## config.mk

```make
export PLATFORM = sky130hd
export DESIGN_NAME = ddc_pingpong_ctrl
export DESIGN_NICKNAME = d
export VERILOG_FILES = /design/src/rtl/ddc_pingpong_ctrl.sv
export SDC_FILE = /design/constraint.sdc
export NUM_CORES = 1
export LEC_CHECK = 0
export ABC_AREA = 0
export BUFFER_PORTS_ARGS = -buffer_cell sky130_fd_sc_hd__buf_2
export CAP_MARGIN = 20
export CORE_UTILIZATION = 50
export CTS_BUF_LIST = sky130_fd_sc_hd__clkbuf_16
export CTS_CLUSTER_SIZE = 30
export DETAILED_ROUTE_END_ITERATION = 10
export PLACE_DENSITY = 0.89
export SYNTH_ARGS = -nofsm -noshare
export SYNTH_HDL_FRONTEND = slang
export SYNTH_SLANG_ARGS = --single-unit
```

## constraint.sdc

```tcl
create_clock -name clk -period 2.84 [get_ports clk]
set_input_delay 0.284 -clock clk [delete_from_list [all_inputs] [get_ports clk]]
set_output_delay 0.284 -clock clk [all_outputs]
set_load 0.1 [all_outputs]
```

## src/rtl/ddc_pingpong_ctrl.sv

```systemverilog
// Ping-pong sample buffer controller between the DDC word stream and the per-PRI framer.
// Define DDC_PP_DROPCNT_EN to add the saturating drop_cnt output (overruns plus timeouts).
module ddc_pingpong_ctrl #(
    parameter int ADDR_W    = 14,
    parameter int MAX_WORDS = 11100,
    parameter int TO_SLACK  = 16
) (
    input  logic              clk,
    input  logic              rst,
    input  logic              pri,
    input  logic [127:0]      din,
    input  logic              din_valid,
    output logic              wr_en,
    output logic              wr_bank,
    output logic [ADDR_W-1:0] wr_addr,
    output logic [127:0]      wr_data,
    output logic              rd_en,
    output logic              rd_bank,
    output logic [ADDR_W-1:0] rd_addr,
    input  logic              frm_rd,
    input  logic [ADDR_W-1:0] frm_addr,
    input  logic              frm_last,
    output logic              frm_enable,
    output logic              frm_pri,
    output logic [15:0]       frm_length,
    output logic              overrun,
    output logic              wr_ovf,
    output logic              timeout
`ifdef DDC_PP_DROPCNT_EN
    ,
    output logic [15:0]       drop_cnt
`endif
);

    typedef enum logic [1:0] {
        S_IDLE  = 2'd0,
        S_START = 2'd1,
        S_BUSY  = 2'd2
    } state_t;

    state_t              state_r;
    state_t              state_nxt_s;
    logic                pri_meta_r;
    logic                pri_sync_r;
    logic                pri_dly_r;
    logic                pri_edge_s;
    logic [17:0]         wd_r;
    logic [15:0]         wr_cnt_r;
    logic                wr_en_r;
    logic                wr_bank_r;
    logic [ADDR_W-1:0]   wr_addr_r;
    logic [127:0]        wr_data_r;
    logic                wr_ovf_r;
    logic                rd_en_r;
    logic                rd_bank_r;
    logic [ADDR_W-1:0]   rd_addr_r;
    logic                frm_enable_r;
    logic                frm_pri_r;
    logic [15:0]         frm_length_r;
    logic                overrun_r;
    logic                timeout_r;
    logic                active_s;
    logic                swap_s;
    logic                ovr_s;
    logic                to_s;
    logic                wb_nxt_s;
    logic [15:0]         cnt_base_s;
    logic                wr_ok_s;

    assign pri_edge_s = pri_sync_r & ~pri_dly_r;

    // PRI synchronizer and edge register
    always_ff @(posedge clk) begin
        if (rst) begin
            pri_meta_r <= 1'b0;
            pri_sync_r <= 1'b0;
            pri_dly_r  <= 1'b0;
        end else begin
            pri_meta_r <= pri;
            pri_sync_r <= pri_meta_r;
            pri_dly_r  <= pri_sync_r;
        end
    end

    // FSM state register and framer watchdog
    always_ff @(posedge clk) begin
        if (rst) begin
            state_r <= S_IDLE;
            wd_r    <= 18'd0;
        end else begin
            state_r <= state_nxt_s;
            if (state_r == S_START) begin
                wd_r <= {1'b0, frm_length_r, 1'b0} + 18'(TO_SLACK);
            end else if ((state_r == S_BUSY) && (wd_r != 18'd0)) begin
                wd_r <= wd_r - 18'd1;
            end else begin
                wd_r <= wd_r;
            end
        end
    end

    // FSM next-state logic
    always_comb begin
        state_nxt_s = state_r;
        case (state_r)
            S_IDLE: begin
                if (pri_edge_s && (wr_cnt_r != 16'd0)) state_nxt_s = S_START;
                else                                   state_nxt_s = S_IDLE;
            end
            S_START: state_nxt_s = S_BUSY;
            S_BUSY: begin
                if (frm_last || (wd_r <= 18'd1)) state_nxt_s = S_IDLE;
                else                             state_nxt_s = S_BUSY;
            end
            default: state_nxt_s = S_IDLE;
        endcase
    end

    // FSM event decode: swap, overrun, timeout and the write slot of the current word
    always_comb begin
        active_s = (state_r == S_START) || (state_r == S_BUSY);
        swap_s   = (state_r == S_IDLE) && pri_edge_s && (wr_cnt_r != 16'd0);
        ovr_s    = active_s && pri_edge_s;
        to_s     = (state_r == S_BUSY) && !frm_last && (wd_r <= 18'd1);
        if (swap_s) wb_nxt_s = ~wr_bank_r;
        else        wb_nxt_s = wr_bank_r;
        // A word arriving with the PRI edge belongs to the new PRI
        if (swap_s || ovr_s) cnt_base_s = 16'd0;
        else                 cnt_base_s = wr_cnt_r;
        wr_ok_s = din_valid && (cnt_base_s < 16'(MAX_WORDS));
    end

    // Write port, word counter and write-overflow flag
    always_ff @(posedge clk) begin
        if (rst) begin
            wr_en_r   <= 1'b0;
            wr_bank_r <= 1'b0;
            wr_addr_r <= '0;
            wr_data_r <= 128'd0;
            wr_cnt_r  <= 16'd0;
            wr_ovf_r  <= 1'b0;
        end else begin
            wr_bank_r <= wb_nxt_s;
            wr_en_r   <= wr_ok_s;
            if (wr_ok_s) begin
                wr_addr_r <= ADDR_W'(cnt_base_s);
                wr_data_r <= din;
                wr_cnt_r  <= cnt_base_s + 16'd1;
                wr_ovf_r  <= wr_ovf_r;
            end else begin
                wr_addr_r <= wr_addr_r;
                wr_data_r <= wr_data_r;
                wr_cnt_r  <= cnt_base_s;
                wr_ovf_r  <= wr_ovf_r | din_valid;
            end
        end
    end

    // Read port, framer control and sticky status flags
    always_ff @(posedge clk) begin
        if (rst) begin
            rd_en_r      <= 1'b0;
            rd_bank_r    <= 1'b1;
            rd_addr_r    <= '0;
            frm_enable_r <= 1'b0;
            frm_pri_r    <= 1'b0;
            frm_length_r <= 16'd0;
            overrun_r    <= 1'b0;
            timeout_r    <= 1'b0;
        end else begin
            rd_en_r      <= frm_rd && active_s;
            rd_addr_r    <= (frm_rd && active_s) ? frm_addr : rd_addr_r;
            rd_bank_r    <= swap_s ? wr_bank_r : rd_bank_r;
            frm_length_r <= swap_s ? wr_cnt_r : frm_length_r;
            frm_pri_r    <= (state_nxt_s == S_START);
            frm_enable_r <= ~to_s;
            overrun_r    <= overrun_r | ovr_s;
            timeout_r    <= timeout_r | to_s;
        end
    end

`ifdef DDC_PP_DROPCNT_EN
    logic [15:0] drop_cnt_r;
    logic [1:0]  drop_inc_s;

    assign drop_inc_s = {1'b0, ovr_s} + {1'b0, to_s};

    // Saturating count of overrun and timeout events
    always_ff @(posedge clk) begin
        if (rst) begin
            drop_cnt_r <= 16'd0;
        end else if (drop_cnt_r > (16'hFFFF - {14'd0, drop_inc_s})) begin
            drop_cnt_r <= 16'hFFFF;
        end else begin
            drop_cnt_r <= drop_cnt_r + {14'd0, drop_inc_s};
        end
    end

    assign drop_cnt = drop_cnt_r;
`endif

    assign wr_en      = wr_en_r;
    assign wr_bank    = wr_bank_r;
    assign wr_addr    = wr_addr_r;
    assign wr_data    = wr_data_r;
    assign rd_en      = rd_en_r;
    assign rd_bank    = rd_bank_r;
    assign rd_addr    = rd_addr_r;
    assign frm_enable = frm_enable_r;
    assign frm_pri    = frm_pri_r;
    assign frm_length = frm_length_r;
    assign overrun    = overrun_r;
    assign wr_ovf     = wr_ovf_r;
    assign timeout    = timeout_r;

endmodule

```

==> impl_metrics.env, run 1 <==
export IMPL_run_status="finished, violations left"
export IMPL_violations="DRC"
export IMPL_dp_cells=1574
export IMPL_grt_pass1_wl_mm=49.2
export IMPL_detail_route_drc_violations=10
export IMPL_drt_initial_drc_count=708
export IMPL_gp_routability_congestion=0.900
export IMPL_die_outline_height_microns=139
export IMPL_worstPathArrival_ns=2.92
export IMPL_io_pins=329
export IMPL_cts_max_level=1
export IMPL_area_growth_pct=33.9
export IMPL_wirelength_mm=31.2
export IMPL_antenna_found_initial=6
export IMPL_synthesis_area_sq_mm=0.00936
export IMPL_timing_hold_violations_final=0
export IMPL_design_core_area_sq_mm=0.0181
export IMPL_fin_max_slew_vios=0
export IMPL_num_fill_cells=1244
export IMPL_power_density_mw_per_mm2=640
export IMPL_power_frac_seq=0.411
export IMPL_fin_crit_ns=2.49
export IMPL_async_set_reset_flop_share_out_of_synthesis=0
export IMPL_yosys_cell_types=51
export IMPL_grt_max_degree=108
export IMPL_critPathKind="flop to flop"
export IMPL_clock_skew_ns=0.0217
export IMPL_global_route_usage_total=0.317
export IMPL_hp_class="input port to flop"
export IMPL_dr_total_vias=9348
export IMPL_syn_mean_instance_area_sq_um=8.68
export IMPL_vdd_ir_drop_worst_uv=627
export IMPL_post_layout_instance_count_excluding_filler_cells=1683
export IMPL_synth_area_top_cells="sky130_fd_sc_hd__dfxtp_1 47%, sky130_fd_sc_hd__mux2i_1 16%, sky130_fd_sc_hd__nand2_1 14%, sky130_fd_sc_hd__a21oi_1 2.5%, sky130_fd_sc_hd__clkbuf_1 2.0%"
export IMPL_antenna_left=0
export IMPL_rsz0062_at_grt="no"
export IMPL_clock_sinks=220
export IMPL_syn_nets=1236
export IMPL_most_common_layout_cells="351 x sky130_fd_sc_hd__nand2_1, 328 x sky130_fd_sc_hd__buf_2, 220 x sky130_fd_sc_hd__dfxtp_1"
export IMPL_synth_top_family_by_area="simple AND/OR/NAND/NOR gates"
export IMPL_yosys_area_top_type_share=0.470
export IMPL_via_per_inst=5.55
export IMPL_synth_yosys_warnings=0
export IMPL_final_common_cell="sky130_fd_sc_hd__nand2_1"
export IMPL_die_area_sq_mm=0.0193
export IMPL_finalNetCount=1593
export IMPL_clock_insertion_delay_worst_skew_ns=0.52
export IMPL_total_clock_buffers_created_by_cts=23
export IMPL_cts_tree="yes"
export IMPL_regArea_sq_mm=0.00440
export IMPL_via_count_of_the_first_global_routing_pass=9466
export IMPL_die_x_microns=139
export IMPL_synth_ff_type="sky130_fd_sc_hd__dfxtp_1"
export IMPL_power_frac_clock=0.377
export IMPL_p_leak_nw=6.02
export IMPL_part_of_the_yosys_area_used_for_sequential_elements=0.470
export IMPL_synthesis_instances=1079
export IMPL_clockRootBuffer="sky130_fd_sc_hd__clkbuf_16"
export IMPL_p_int_w=0.00536
export IMPL_setup_reg_to_reg_worst_slack_ns=0.35
export IMPL_drt_pass1_iterations=8
export IMPL_critPathMaxFanout=40
export IMPL_initial_core_util=0.516
export IMPL_swShare=0.332
export IMPL_timing_fmax_mhz=402
export IMPL_share_of_cells_above_drive_strength_1=0.269
export IMPL_worst_slew_margin_rel=0.487
export IMPL_crit_path_end_kind="flop"
export IMPL_clk_pin_slew_worst_paths_ns=0.07
export IMPL_synth_area_in_simple_gates=0.223
export IMPL_worst_pin_slew_ns=0.769
export IMPL_max_clock_buf_depth=3
export IMPL_yosys_register_bits=220
export IMPL_synth_top_cell_by_area="sky130_fd_sc_hd__dfxtp_1"
export IMPL_synth_compound_gate_area_share=0.0631
export IMPL_setup_violations_final=0
export IMPL_wire_per_inst_microns=18.6
export IMPL_synth_enable_flop_cells=0
export IMPL_yosys_area_share_adder=0.0120
export IMPL_hpwl_mm=19.1
export IMPL_cap_violations=0
export IMPL_fin_crit_sh=0.877
export IMPL_pwr_share_comb=0.212
export IMPL_row_count=49
export IMPL_post_cts_setup_buffer_count=0
export IMPL_portBuffers=328
export IMPL_post_synthesis_share_of_cell_area_spent_on_xor_and_xnor_gates=0.0299
export IMPL_critPathRequiredTime_ns=3.27
export IMPL_crit_path_start_kind="flop"
export IMPL_setup_tns_final_ns=0
export IMPL_grt_remaining_overflow=0
export IMPL_switching_power_w=0.00266
export IMPL_multi_input_combinational_cell_area_sq_mm=0.00455
export IMPL_muxShareOfSynthArea=0.156
-- worst paths after layout --
check                           startpoint      endpoint  cells past startpoint
worst max register to register  state_r[0]   wr_data[40]                      9
worst min-delay path              din[118]  wr_data[118]                      3
worst max-delay path            state_r[0]   wr_data[40]                      9
worst min register to register  pri_meta_r    pri_sync_r                      1
-- worst max-delay path, stage by stage, from the launching register on --
cell	delay [ns]
sky130_fd_sc_hd__dfxtp_1	0.35
sky130_fd_sc_hd__inv_1	0.09
sky130_fd_sc_hd__ha_1	0.33
sky130_fd_sc_hd__and3b_1	0.31
sky130_fd_sc_hd__a21oi_2	0.07
sky130_fd_sc_hd__buf_4	0.17
sky130_fd_sc_hd__a21boi_4	0.16
sky130_fd_sc_hd__buf_12	0.26
sky130_fd_sc_hd__buf_12	0.31
sky130_fd_sc_hd__mux2i_1	0.30
-- cell type report --
class | instances | share of cell area
tap | 229 | 0.0229
clock buffer | 23 | 0.0459
timing repair buffer | 413 | 0.199
multi-input combinational | 768 | 0.363
sequential | 220 | 0.351
clock inverter | 17 | 0.0138
inverter | 10 | 0.00359
antenna | 3 | 0.000599
-- what timing repair did --
action | 4_1_cts | 5_1_grt
resized for setup | 0 | 1
endpoints found under the setup margin | 0 | 1
hold endpoints to repair | 66 | 0
hold buffers | 66 | 0
-- cells by family (layout without fill, tap and decap cells) --
kind of cell / count (synthesis) / in the layout
muxes: 146 / 146
and+or+nand+nor: 489 / 489
xor gates and xnor gates: 32 / 32
AOI/OAI and AO/OA: 92 / 92
buffers and inverters: 91 / 463
DFF: 220 / 220
other: 0 / 3
adders and majority gates: 9 / 9
-- state kept, by name, summed over array words and instances (netlist names) --
| name | count |
|---|---|
| pri_sync_r | 1 |
| timeout | 1 |
| frm_pri | 1 |
| state_r | 2 |
| rd_bank | 1 |
| pri_dly_r | 1 |
| wd_r | 18 |
| rd_addr | 14 |
| wr_ovf | 1 |
| wr_addr | 14 |
| wr_cnt_r | 16 |
| overrun | 1 |
| wr_en | 1 |
| frm_enable | 1 |
| pri_meta_r | 1 |
| wr_data | 128 |
| wr_bank | 1 |
| frm_length | 16 |
| rd_en | 1 |
-- layer usage --
metal | share of wire | track usage | vias up
met5 | 0.00086 | 0 | -
met4 | 0.083 | 0.226 | 4
met3 | 0.075 | 0.0860 | 175
met2 | 0.49 | 0.554 | 496
met1 | 0.35 | 0.331 | 4346
li1 | - | - | 4327
-- stage by stage --
stage,hold slack [ns],setup slack [ns],area (sq um),util,total power (W)
floorplan,0.412,0.438,9360,-,0.00460
global placement,0.439,0.449,11100,0.612,0.00491
detailed placement,0.435,0.318,11100,0.612,0.00493
CTS,0.000114,0.278,12500,0.690,0.00800
global route,0.00271,0.0762,12500,0.691,0.00825
finish,0.0102,0.350,12500,0.691,0.00803
-- power by group through the flow --
stage / registers [W] / clock network, W / logic, W
after floorplan: 0.00421 / 0 / 0.000391
after global placement: 0.00335 / 0 / 0.00156
after detailed placement: 0.00335 / 0 / 0.00158
after CTS: 0.00329 / 0.00305 / 0.00166
after global routing: 0.00331 / 0.00318 / 0.00176
final: 0.00330 / 0.00302 / 0.00170
-- cells in the mapped netlist (all sizes together), types with 9 or more instances --
library cell / n
a211oi: 11
a21oi: 47
buf: 32
clkbuf: 49
dfxtp: 220
ha: 9
inv: 10
mux2i: 146
nand2: 351
nand3: 26
nand4: 14
nor2: 27
nor3: 16
nor4: 19
xnor2: 20
xor2: 12
No activity file was read; power rests on OpenSTA's default activity.
==> run 2, diff against run 1 <==
--- a/config.mk
+++ b/config.mk
@@ -5,14 +5,15 @@
 export SDC_FILE = /design/constraint.sdc
 export NUM_CORES = 1
 export LEC_CHECK = 0
-export ABC_AREA = 0
+export ABC_AREA = 1
 export BUFFER_PORTS_ARGS = -buffer_cell sky130_fd_sc_hd__buf_2
 export CAP_MARGIN = 20
 export CORE_UTILIZATION = 50
 export CTS_BUF_LIST = sky130_fd_sc_hd__clkbuf_16
 export CTS_CLUSTER_SIZE = 30
 export DETAILED_ROUTE_END_ITERATION = 10
-export PLACE_DENSITY = 0.89
+export PLACE_DENSITY = 0.88
+export RECOVER_POWER = 100
 export SYNTH_ARGS = -nofsm -noshare
 export SYNTH_HDL_FRONTEND = slang
 export SYNTH_SLANG_ARGS = --single-unit
==> run 2 against run 1 <==
The run now ends clean; largest cell class is now registers; synthesized area rose by 4.7%; first-iteration DRC count fell by 29%; register-to-register slack got worse by 0.13 ns; sequential power rose by 2%; highest routed layer is now met4; critical path depth rose by 4; clock skew fell by 0.010 ns.
==> impl_metrics.env, run 2 <==
export IMPL_syn_mean_instance_area_sq_um=6.63
export IMPL_synthTopCellsByCount="388 x sky130_fd_sc_hd__nor2_1, 368 x sky130_fd_sc_hd__nand2_1, 221 x sky130_fd_sc_hd__inv_1, 220 x sky130_fd_sc_hd__dfxtp_1, 47 x sky130_fd_sc_hd__o21ai_0"
export IMPL_portBuffers=328
export IMPL_power_density_mw_per_mm2=663
export IMPL_place_area_sq_mm=0.0116
export IMPL_clock_insertion_delay_worst_skew_ns=0.51
export IMPL_synthesis_area_sq_mm=0.00981
export IMPL_largest_reg_flops=128
export IMPL_cp_slowest_cell="sky130_fd_sc_hd__dfxtp_1"
export IMPL_hold_worst_path_end="wr_data[29]"
export IMPL_num_fill_cells=1632
export IMPL_yosys_register_bits=220
export IMPL_synth_enable_flop_cells=0
export IMPL_critPathRequiredTime_ns=3.24
export IMPL_hpwl_mm=19.0
export IMPL_syn_nets=1637
export IMPL_fin_crit_ns=2.62
export IMPL_fin_max_slew_vios=0
export IMPL_worst_hold_startpoint="din[29]"
export IMPL_grt_pass1_wl_mm=44.8
export IMPL_synth_yosys_warnings=0
export IMPL_synth_ff_type="sky130_fd_sc_hd__dfxtp_1"
export IMPL_cap_violations=0
export IMPL_grt_max_degree=88
export IMPL_clk_pin_slew_worst_paths_ns=0.06
export IMPL_critical_path_most_common_cell="sky130_fd_sc_hd__nand2_1"
export IMPL_final_common_cell="sky130_fd_sc_hd__nor2_1"
export IMPL_clock_skew_ns=0.0116
export IMPL_fin_crit_sh=0.923
export IMPL_hp_class="input port to flop"
export IMPL_regToRegStartpoint="state_r[0]"
export IMPL_yosys_area_top_type_share=0.449
export IMPL_yosys_area_share_adder=0.0115
export IMPL_pwr_share_comb=0.246
export IMPL_detail_route_drc_violations=0
export IMPL_clockRootBuffer="sky130_fd_sc_hd__clkbuf_16"
export IMPL_p_leak_nw=6.28
export IMPL_synth_top_family_by_area="simple AND/OR/NAND/NOR gates"
export IMPL_wire_per_inst_microns=13.4
export IMPL_via_per_inst=4.81
export IMPL_grt_remaining_overflow=0
export IMPL_timing_hold_violations_final=0
export IMPL_antenna_left=0
export IMPL_crit_path_end_kind="flop"
export IMPL_switching_power_w=0.00300
export IMPL_swShare=0.356
export IMPL_critical_path_top_delay_family="simple AND/OR/NAND/NOR gates"
export IMPL_die_area_sq_mm=0.0202
export IMPL_muxShareOfSynthArea=0
export IMPL_finish_utilization=0.669
export IMPL_yosys_cell_types=38
export IMPL_post_synthesis_share_of_cell_area_spent_on_xor_and_xnor_gates=0.0134
export IMPL_crit_path_start_kind="flop"
export IMPL_io_pins=329
export IMPL_ff2ff_path_depth=13
export IMPL_worstPathArrival_ns=3.02
export IMPL_critical_path_max_stage_delay_ns=0.38
export IMPL_design_core_area_sq_mm=0.0190
export IMPL_cts_max_level=1
export IMPL_setup_reg_to_reg_worst_slack_ns=0.22
export IMPL_synthesis_instances=1480
export IMPL_rsz0062_at_grt="no"
export IMPL_synth_compound_gate_area_share=0.0635
export IMPL_via_count_of_the_first_global_routing_pass=9721
export IMPL_synth_area_top_cells="sky130_fd_sc_hd__dfxtp_1 45%, sky130_fd_sc_hd__nor2_1 15%, sky130_fd_sc_hd__nand2_1 14%, sky130_fd_sc_hd__inv_1 8.5%, sky130_fd_sc_hd__o21ai_0 2.4%"
export IMPL_timing_critical_path_cells="inv_1, ha_1, nand2_2, nand2_2, nor2_1, nand2_1, nor2_1, nand2_1, nand3_4, buf_6, nand2_1, nand2_1, nor2_1"
export IMPL_antenna_found_initial=0
export IMPL_finalNetCount=2005
export IMPL_area_growth_pct=29.4
export IMPL_synth_area_in_simple_gates=0.335
export IMPL_worst_slew_margin_rel=0.0920
export IMPL_power_frac_clock=0.355
export IMPL_initial_core_util=0.517
export IMPL_drt_pass1_iterations=6
export IMPL_power_frac_seq=0.399
export IMPL_clock_sinks=220
export IMPL_worst_hold_path_num_cells=3
export IMPL_share_of_cells_above_drive_strength_1=0.118
export IMPL_most_common_layout_cells="388 x sky130_fd_sc_hd__nor2_1, 368 x sky130_fd_sc_hd__nand2_1, 223 x sky130_fd_sc_hd__inv_1"
export IMPL_setup_violations_final=0
export IMPL_post_route_cell_area_sq_mm=0.0127
export IMPL_dr_total_vias=10200
export IMPL_wirelength_mm=28.5
export IMPL_timing_fmax_mhz=381
export IMPL_max_clock_buf_depth=3
export IMPL_critPathKind="flop to flop"
export IMPL_row_count=50
export IMPL_p_int_w=0.00542
export IMPL_num_antenna_cells=0
export IMPL_cts_tree="yes"
export IMPL_gp_routability_congestion=0.969
export IMPL_vdd_ir_drop_worst_uv=507
export IMPL_path_buf_inv=2
export IMPL_run_status="finished, final reports clean"
export IMPL_synth_top_cell_by_area="sky130_fd_sc_hd__dfxtp_1"
export IMPL_global_route_usage_total=0.272
export IMPL_die_outline_height_microns=142
export IMPL_worst_pin_slew_ns=1.37
export IMPL_post_synth_top_count_cell="sky130_fd_sc_hd__nor2_1"
export IMPL_die_x_microns=142
export IMPL_critPathMaxFanout=46
export IMPL_setup_tns_final_ns=0
export IMPL_r2r_end="wr_data[38]"
export IMPL_total_clock_buffers_created_by_cts=24
export IMPL_async_set_reset_flop_share_out_of_synthesis=0
export IMPL_drt_initial_drc_count=504
export IMPL_part_of_the_yosys_area_used_for_sequential_elements=0.449
run 2: cell types whose count changed after synthesis, moves of 6 or more:
cell / previous run / this run
sky130_fd_sc_hd__a211oi_1: 10 / 3
sky130_fd_sc_hd__a21oi_1: 46 / 34
sky130_fd_sc_hd__buf_2: 18 / 12
sky130_fd_sc_hd__buf_4: 0 / 12
sky130_fd_sc_hd__clkbuf_1: 49 / 31
sky130_fd_sc_hd__inv_1: 8 / 221
sky130_fd_sc_hd__mux2i_1: 146 / 0
sky130_fd_sc_hd__nand2_1: 351 / 368
sky130_fd_sc_hd__nor2_1: 27 / 388
sky130_fd_sc_hd__nor4_1: 19 / 1
sky130_fd_sc_hd__o21ai_0: 7 / 47
sky130_fd_sc_hd__o21bai_1: 1 / 11
sky130_fd_sc_hd__or4_1: 8 / 0
sky130_fd_sc_hd__xnor2_1: 20 / 4
run 2: worst max path at each step:
| stage | endpoint | start | slack [ns] | cells after the start |
|---|---|---|---|---|
| after floorplan | wd_r[16] | frm_length[4] | 0.27 | 10 |
| after global placement | wr_addr[8] | state_r[0] | 0.32 | 13 |
| after detailed placement | wr_data[126] | state_r[0] | 0.17 | 13 |
| after CTS | wr_data[126] | state_r[0] | 0.14 | 13 |
| after global routing | wr_cnt_r[12] | state_r[0] | 0.02 | 16 |
| final | wr_data[38] | state_r[0] | 0.22 | 13 |
run 2: worst register-to-register path, cell delays in order (launching register included):
cell,delay [ns]
sky130_fd_sc_hd__dfxtp_1,0.38
sky130_fd_sc_hd__inv_1,0.10
sky130_fd_sc_hd__ha_1,0.33
sky130_fd_sc_hd__nand2_2,0.19
sky130_fd_sc_hd__nand2_2,0.17
sky130_fd_sc_hd__nor2_1,0.22
sky130_fd_sc_hd__nand2_1,0.08
sky130_fd_sc_hd__nor2_1,0.09
sky130_fd_sc_hd__nand2_1,0.11
sky130_fd_sc_hd__nand3_4,0.22
sky130_fd_sc_hd__buf_6,0.35
sky130_fd_sc_hd__nand2_1,0.12
sky130_fd_sc_hd__nand2_1,0.10
sky130_fd_sc_hd__nor2_1,0.06
run 2: stage by stage:
stage               std cells  setup WS [ns]  total power (W)  hold slack, ns
floorplan                1480          0.265          0.00507           0.388
global placement         2025          0.317          0.00541           0.396
detailed placement       2025          0.168          0.00544           0.422
CTS                      2121          0.138          0.00848      0.00000494
global route             2123         0.0150          0.00874         0.00197
finish                   2123          0.218          0.00841         0.00499
run 2: cell type report:
cell class	count	area (sq um)	area share
timing repair buffer	410	2190	0.173
clock buffer	25	626	0.0493
tap	260	325	0.0256
sequential	220	4400	0.347
inverter	223	840	0.0662
multi-input combinational	969	4170	0.329
clock inverter	16	125	0.00986
run 2: power by group through the flow:
| stage | registers (W) | logic, W | clock network [W] |
|---|---|---|---|
| finish | 0.00336 | 0.00207 | 0.00299 |
| global route | 0.00338 | 0.00219 | 0.00317 |
| CTS | 0.00335 | 0.00210 | 0.00304 |
| detailed placement | 0.00341 | 0.00203 | 0 |
| global placement | 0.00341 | 0.00200 | 0 |
| floorplan | 0.00454 | 0.000532 | 0 |
run 2: what timing repair did:
| item | in CTS | in global routing |
|---|---|---|
| endpoints found under the setup margin | 0 | 41 |
| resized for setup | 0 | 4 |
| hold endpoints to repair | 55 | 0 |
| hold buffers | 55 | 0 |
| buffers inserted | 0 | 1 |
run 2: metal layers:
metal / part of all wire / global-route usage
met1: 0.39 / 0.308
met2: 0.49 / 0.477
met3: 0.073 / 0.0629
met4: 0.047 / 0.136
met5: 0 / 0
run 2: cells by family after synthesis:
| family | count (synthesis) |
|---|---|
| xor+xnor | 15 |
| compound gates | 110 |
| simple gates | 834 |
| flops | 220 |
| fa+ha+maj | 9 |
| buf+inv | 292 |
==> run 3, diff against run 2 <==
--- a/config.mk
+++ b/config.mk
@@ -12,7 +12,7 @@
 export CTS_BUF_LIST = sky130_fd_sc_hd__clkbuf_16
 export CTS_CLUSTER_SIZE = 30
 export DETAILED_ROUTE_END_ITERATION = 10
-export PLACE_DENSITY = 0.88
+export PLACE_DENSITY = 0.9
 export RECOVER_POWER = 100
 export SYNTH_ARGS = -nofsm -noshare
 export SYNTH_HDL_FRONTEND = slang
==> run 3 against run 2 <==
The flow now finishes with violations (capacitance limit, slew limit); register-to-register slack is essentially flat; flip-flop and latch count is the same; critical path type unchanged; final cell count grew 0.85%; largest power group is now clock; clock skew shrank 0.00086 ns; power grew 5.7%; clock-buffer cell count is the same; largest cell class unchanged; maximum frequency grew 0.10%.
==> impl_metrics.env, run 3 (synthesis gave the netlist of run 2 again) <==
export IMPL_clock_sinks=220
export IMPL_finalNetCount=2018
export IMPL_run_status="finished, violations left"
export IMPL_drt_initial_drc_count=686
export IMPL_most_common_layout_cells="388 x sky130_fd_sc_hd__nor2_1, 369 x sky130_fd_sc_hd__nand2_1, 222 x sky130_fd_sc_hd__inv_1"
export IMPL_setup_tns_final_ns=0
export IMPL_cts_max_level=1
export IMPL_die_area_sq_mm=0.0202
export IMPL_worst_hold_path_num_cells=3
export IMPL_r2r_end="wr_data[0]"
export IMPL_clock_skew_ns=0.0107
export IMPL_hp_class="input port to flop"
export IMPL_fin_crit_ns=2.62
export IMPL_global_route_usage_total=0.295
export IMPL_regArea_sq_mm=0.00440
export IMPL_regToRegStartpoint="state_r[0]"
export IMPL_crit_path_start_kind="flop"
export IMPL_vdd_ir_drop_worst_uv=470
export IMPL_multi_input_combinational_cell_area_sq_mm=0.00415
export IMPL_via_count_of_the_first_global_routing_pass=10300
export IMPL_antenna_found_initial=1
export IMPL_timing_fmax_mhz=382
export IMPL_violations="capacitance limit, slew limit"
export IMPL_initial_core_util=0.517
export IMPL_p_leak_nw=6.38
export IMPL_critPathRequiredTime_ns=3.25
export IMPL_crit_path_end_kind="flop"
export IMPL_wirelength_mm=31.5
export IMPL_detail_route_drc_violations=0
export IMPL_grt_remaining_overflow=0
export IMPL_critPathKind="flop to flop"
export IMPL_via_per_inst=4.93
export IMPL_row_count=50
export IMPL_grt_pass1_wl_mm=48.1
export IMPL_power_density_mw_per_mm2=686
export IMPL_cap_violations=1
export IMPL_hold_worst_path_end="wr_data[19]"
export IMPL_ff2ff_path_depth=13
export IMPL_die_x_microns=142
export IMPL_setup_reg_to_reg_worst_slack_ns=0.22
export IMPL_hpwl_mm=18.8
export IMPL_worst_slew_margin_rel=-0.149
export IMPL_fin_max_slew_vios=37
export IMPL_total_clock_buffers_created_by_cts=24
export IMPL_gp_routability_congestion=0.996
export IMPL_share_of_cells_above_drive_strength_1=0.111
export IMPL_largest_reg_flops=128
export IMPL_worstPathArrival_ns=3.03
export IMPL_area_growth_pct=32.2
export IMPL_drt_pass1_iterations=5
export IMPL_final_common_cell="sky130_fd_sc_hd__nor2_1"
export IMPL_post_layout_total_power_w=0.00889
export IMPL_clockRootBuffer="sky130_fd_sc_hd__clkbuf_16"
export IMPL_grt_max_degree=104
export IMPL_max_clock_buf_depth=3
export IMPL_antenna_left=0
export IMPL_cts_tree="yes"
export IMPL_design_core_area_sq_mm=0.0190
export IMPL_critPathMaxFanout=88
export IMPL_setup_violations_final=0
export IMPL_worst_hold_startpoint="din[19]"
export IMPL_io_pins=329
export IMPL_portBuffers=328
export IMPL_dr_total_vias=10600
export IMPL_timing_hold_violations_final=0
export IMPL_clock_insertion_delay_worst_skew_ns=0.51
export IMPL_worst_pin_slew_ns=1.72
export IMPL_wire_per_inst_microns=14.7
export IMPL_fin_crit_sh=0.922
export IMPL_die_outline_height_microns=142
export IMPL_rsz0062_at_grt="no"
export IMPL_num_fill_cells=1563
export IMPL_clk_pin_slew_worst_paths_ns=0.07
## run 3: cell types whose count changed in the layout (fill, tap and decap cells not counted), sizes merged
cell         change
buf              -7
bufinv           +4
clkbuf           -1
diode            +2
dlygate4sd3     +22
inv              -1
nand2            -1
## run 3: power by group
group          internal (W)  switching, W
clock               0.00213       0.00127
combinational      0.000412       0.00170
sequential          0.00326      0.000109
## run 3: final cells by class
type	instances	area share
diodes	2	0.000386
clock buffers	25	0.0482
clock inverters	19	0.0181
inverters	223	0.0647
multi-input cells	968	0.320
flip-flops and latches	220	0.340
well taps	260	0.0251
repair buffers	424	0.184
## run 3: worst max-delay path, cell delays in order, from the launching register on
cell                      delay [ns]
sky130_fd_sc_hd__dfxtp_1        0.38
sky130_fd_sc_hd__inv_1          0.10
sky130_fd_sc_hd__ha_1           0.33
sky130_fd_sc_hd__nand2_1        0.12
sky130_fd_sc_hd__buf_4          0.18
sky130_fd_sc_hd__nand3_2        0.16
sky130_fd_sc_hd__nor2_2         0.18
sky130_fd_sc_hd__nand2_1        0.07
sky130_fd_sc_hd__nand2_1        0.07
sky130_fd_sc_hd__nand2_1        0.09
sky130_fd_sc_hd__nand3_4        0.14
sky130_fd_sc_hd__buf_12         0.32
sky130_fd_sc_hd__nor2_1         0.09
sky130_fd_sc_hd__nor2_1         0.25
## run 3: routing by layer
layer / track usage / share of wire
met1: 0.309 / 0.37
met2: 0.536 / 0.50
met3: 0.0744 / 0.076
met4: 0.169 / 0.057
met5: 0 / 0
## run 3: per-stage QoR
stage	std cells	util	area (sq um)	setup WS [ns]	hold WS [ns]
5_1_grt	2140	0.684	13000	0.00602	0.000544
2_1_floorplan	1480	-	9810	0.265	0.388
4_1_cts	2136	0.695	13200	0.218	0.00114
3_3_place_gp	2016	0.610	11600	0.337	0.391
6_report	2141	0.684	13000	0.220	0.00299
3_5_place_dp	2016	0.610	11600	0.233	0.394
## run 3: worst max path at each step
stage	startpoint	to	slack, ns
2_1_floorplan	frm_length[4]	wd_r[16]	0.27
3_3_place_gp	state_r[0]	wr_cnt_r[0]	0.34
3_5_place_dp	state_r[0]	wr_data[74]	0.23
4_1_cts	state_r[0]	wr_data[74]	0.22
5_1_grt	state_r[0]	wr_cnt_r[10]	0.006
6_report	state_r[0]	wr_data[0]	0.22
## run 3: what timing repair did
action | 4_1_cts | 5_1_grt
hold buffers | 76 | 1
setup endpoints to repair | 0 | 63
setup buffers | 0 | 2
endpoints found under the hold margin | 76 | 1
resized for setup | 0 | 1
